`config.mk`:
```
export PLATFORM = sky130hd
export DESIGN_NAME = piso_stream
export DESIGN_NICKNAME = d
export VERILOG_FILES = /design/src/rtl/piso_stream.sv
export SDC_FILE = /design/constraint.sdc
export NUM_CORES = 1
export LEC_CHECK = 0
export CAP_MARGIN = 10
export CORE_MARGIN = 2
export CORE_UTILIZATION = 49
export CTS_BUF_LIST = sky130_fd_sc_hd__clkbuf_8 sky130_fd_sc_hd__clkbuf_16
export DETAILED_ROUTE_END_ITERATION = 10
export GPL_ROUTABILITY_DRIVEN = 0
export HOLD_SLACK_MARGIN = 0.12
export PLACE_DENSITY = 0.76
export RECOVER_POWER = 50
export SYNTH_ARGS = -nofsm -noshare
export SYNTH_HDL_FRONTEND = slang
export SYNTH_SLANG_ARGS = --single-unit
export TNS_END_PERCENT = 30
```
`constraint.sdc`:
```
create_clock -name CLK -period 2.05 [get_ports CLK]
set_input_delay 0.3075 -clock CLK [delete_from_list [all_inputs] [get_ports CLK]]
set_output_delay 0.3075 -clock CLK [all_outputs]
set_load 0.005 [all_outputs]
```
`src/rtl/piso_stream.sv`:
```
// Parallel-in/serial-out shifter with valid/ready on both sides. Words are
// serialised MSB- or LSB-first, and the last bit of each word is flagged.
module piso_stream #(
    parameter int unsigned WIDTH     = 10,
    parameter bit          MSB_FIRST = 1'b1
) (
    input  logic             CLK,
    input  logic             RESET,
    input  logic [WIDTH-1:0] PI,
    input  logic             PI_VALID,
    output logic             PI_READY,
    input  logic             SI,
    output logic             O,
    output logic             O_VALID,
    input  logic             O_READY,
    output logic             O_LAST
);

    localparam int unsigned CW = (WIDTH > 2) ? $clog2(WIDTH) : 1;

    typedef enum logic {
        IDLE,
        SHIFT
    } state_t;

    state_t           state_q, state_d;
    logic [WIDTH-1:0] sr_q, sr_d;
    logic [CW-1:0]    cnt_q, cnt_d;
    logic [WIDTH-1:0] sr_shifted;
    logic             load;

    assign sr_shifted = MSB_FIRST ? {sr_q[WIDTH-2:0], SI} : {SI, sr_q[WIDTH-1:1]};

    // Ready on the last-bit beat lets the next word follow with no bubble.
    assign PI_READY = (state_q == IDLE) ||
                      ((state_q == SHIFT) && (cnt_q == '0) && O_READY);
    assign load     = PI_VALID && PI_READY;

    assign O       = MSB_FIRST ? sr_q[WIDTH-1] : sr_q[0];
    assign O_VALID = (state_q == SHIFT);
    assign O_LAST  = O_VALID && (cnt_q == '0);

    always_comb begin
        state_d = state_q;
        sr_d    = sr_q;
        cnt_d   = cnt_q;
        if (load) begin
            sr_d    = PI;
            cnt_d   = CW'(WIDTH - 1);
            state_d = SHIFT;
        end else if ((state_q == SHIFT) && O_READY) begin
            sr_d = sr_shifted;
            if (cnt_q != '0) begin
                cnt_d = cnt_q - CW'(1);
            end else begin
                state_d = IDLE;
            end
        end
    end

    always_ff @(posedge CLK) begin
        if (RESET) begin
            state_q <= IDLE;
            sr_q    <= '0;
            cnt_q   <= '0;
        end else begin
            state_q <= state_d;
            sr_q    <= sr_d;
            cnt_q   <= cnt_d;
        end
    end

endmodule

```
==> flow_summary_export.csv <==
group,metric,value,unit
outcome,status,"complete, no violations",
final_layout,drive_above_1_share,11.0,%
synth,yosysTopAreaCellShare,29.2,%
global_routing,grt_max_degree,30,
die,die_h,49.8,um
clocking,clockBufferDepth,2,
clocking,cts_setup_buffers,0,
clocking,tritoncts,"built",
synth,synth_nets,136,
pwr,leakagePower,0.478,nW
placement,dp_hpwl,1650,um
detailed_routing,num_vias,998,
final_layout,area_growth,23.6,%
timing,fin_crit_sh,92.9,%
timing,relSlewSlack,59.2,%
die,die_w,49.8,um
global_routing,grt-ovfl-total,0,
clocking,clock_sinks,15,
timing,finalSetupTns,0,ns
synth,synth_edf_count,0,
setup_path,critPathArrivalTime,1.60,ns
job,cap_violations,0,
clocking,cts-buffers-inserted,3,
die,floorplan.initialDensity,52.0,%
global_routing,grt_pass1_wl,4190,um
die,rows,16,
clocking,htree_levels,1,
die,core_area,0.00198,mm2
global_routing,grt_antenna_before_repair,0,
detailed_routing,ant_nets,0,
die,io_pins,19,
timing,tightest_slew,0.610,ns
final_layout,finalInstanceArea,0.00127,mm2
pwr,p_total,0.822,mW
detailed_routing,wire_per_inst,15.5,um
synth,syn_inst,120,
detailed_routing,wl,2530,um
global_routing,track_usage,22.2,%
setup_path,end_kind,"output pin",
synth,synth_most_common_cell,"nand3b_1",
timing,skew,0.00216,ns
pwr,ir_worst_vdd,0.426,mV
clocking,clk_latency,0.25,ns
setup_path,path_class,"reg -> out",
detailed_routing,drc,0,
final_layout,num-nets-final,153,
die,die_area,0.00248,mm2
global_routing,grt_pass1_vias,915,
synth,synth.area.top_cells,"dfxtp_1 (29%), nand3b_1 (15%), mux2i_1 (11%)",
detailed_routing,via_per_inst,6.12,
setup_path,critPathLaunchType,"flip-flop",
pwr,power_density,646,mW/mm2
synth,mappedNetlistArea,0.00103,mm2
synth,yosysSeqAreaShare,29.2,%
timing,finalHoldViolations,0,
synth,ys_ff_latch,15,
synth,ys_warn_count,0,
timing,min_period,1.90,ns
synth,ys.flop_type,"dfxtp_1",
timing,report.final.slew_viol_count,0,
synth,synth_cell_type_count,31,
detailed_routing,drt_iter0_markers,17,
timing,grt_setup_unrepaired,"no",
synth,synthArstFlopShare,0,%
placement,io_buffer_count,18,
clocking,clockRootBuffer,"clkbuf_8",
hold_path,hold_class,"reg -> reg",
timing,setup_viol,0,
setup_path,cp_data_required_time,1.74,ns
final_layout,diodes,0,
synth,synth_common_cells,"nand3b_1 (20), dfxtp_1 (15), nor2_1 (12)",
clocking,clkTransAtPathRegs,0.06,ns
timing,fmax,525,MHz
placement,placed_cell_area,0.00123,mm2
synth,syn_area_per_cell,8.58,um2
detailed_routing,first_pass_iters,4,
synth,synth_top_area_cell,"dfxtp_1",
setup_path,path_max_fanout,4,
==> routing by layer <==
layer	up-vias	global-route usage, %	share of wire, %
met5	-	0	0
met4	0	9.72	1.8
met3	5	4.55	4.7
met2	27	36.4	47
met1	474	27.8	46
li1	492	-	-
==> flip-flops by register name, summed over array words and instances, names as in the netlist <==
signal,count
sr_q,10
O_VALID,1
cnt_q,4
==> cell usage in the layout (no fill, tap or decap), types with 3 or more instances in the layout <==
cell	count
buf_4	5
mux2i_1	11
inv_1	6
nor4_1	11
a211oi_1	3
dfxtp_1	15
clkdlybuf4s50_1	15
nand3b_1	20
nor2_1	12
clkbuf_8	3
o32ai_1	10
==> cells by family (layout without fill, tap and decap cells) <==
kind of cell	Yosys count	in the layout	share of synthesized area, %
and+or+nand+nor	51	51	31.5
AOI/OAI and AO/OA	23	23	18.3
buffers and inverters	18	34	8.02
DFF	15	15	29.2
muxes	12	12	11.8
adders and majority gates	1	1	1.21
==> repair_timing <==
action | CTS | global route
gates resized for setup | 3 | 0
setup endpoints to repair | 2 | 0
hold buffers | 0 | 0
==> final timing paths <==
| kind | start | to | slack, ns | cells after the start |
|---|---|---|---|---|
| worst max register to register | cnt_q[1]$_SDFFE_PP0P_ | cnt_q[1]$_SDFFE_PP0P_ | 0.19 | 6 |
| worst min register to register | sr_q[9]$_SDFFE_PP0P_ | sr_q[9]$_SDFFE_PP0P_ | 0.50 | 2 |
| worst min-delay path | sr_q[9]$_SDFFE_PP0P_ | sr_q[9]$_SDFFE_PP0P_ | 0.50 | 2 |
| worst max-delay path | cnt_q[1]$_SDFFE_PP0P_ | PI_READY | 0.15 | 5 |
==> cell type report <==
type | instances | area [um2]
sequential | 15 | 300
clock buffer | 3 | 41.3
tap | 27 | 33.8
timing repair buffer | 25 | 225
inverter | 5 | 18.8
fill | 187 | 709
multi-input combinational | 87 | 649
clock inverter | 1 | 3.75
==> stage by stage <==
stage,cells,worst slack (ns),utilization [%],hold WS (ns)
2_1_floorplan,120,0.429,-,0.376
3_3_place_gp,159,0.154,62.2,0.491
3_5_place_dp,159,0.111,62.2,0.508
4_1_cts,163,0.127,64.5,0.514
5_1_grt,163,0.0532,64.2,0.529
6_report,163,0.146,64.2,0.504
==> critical path, cell delays in order (launching register included) <==
cell and delay (ns):
dfxtp_1 0.33, inv_1 0.06, ha_1 0.16, or3b_4 0.41, o21ai_2 0.14, dlygate4sd2_1 0.24
==> power by group <==
group          internal, mW  total, mW  switching, mW
registers             0.319      0.337         0.0186
clock network         0.133      0.247          0.114
logic                 0.120      0.238          0.118
(Power assumes the default switching activity.)
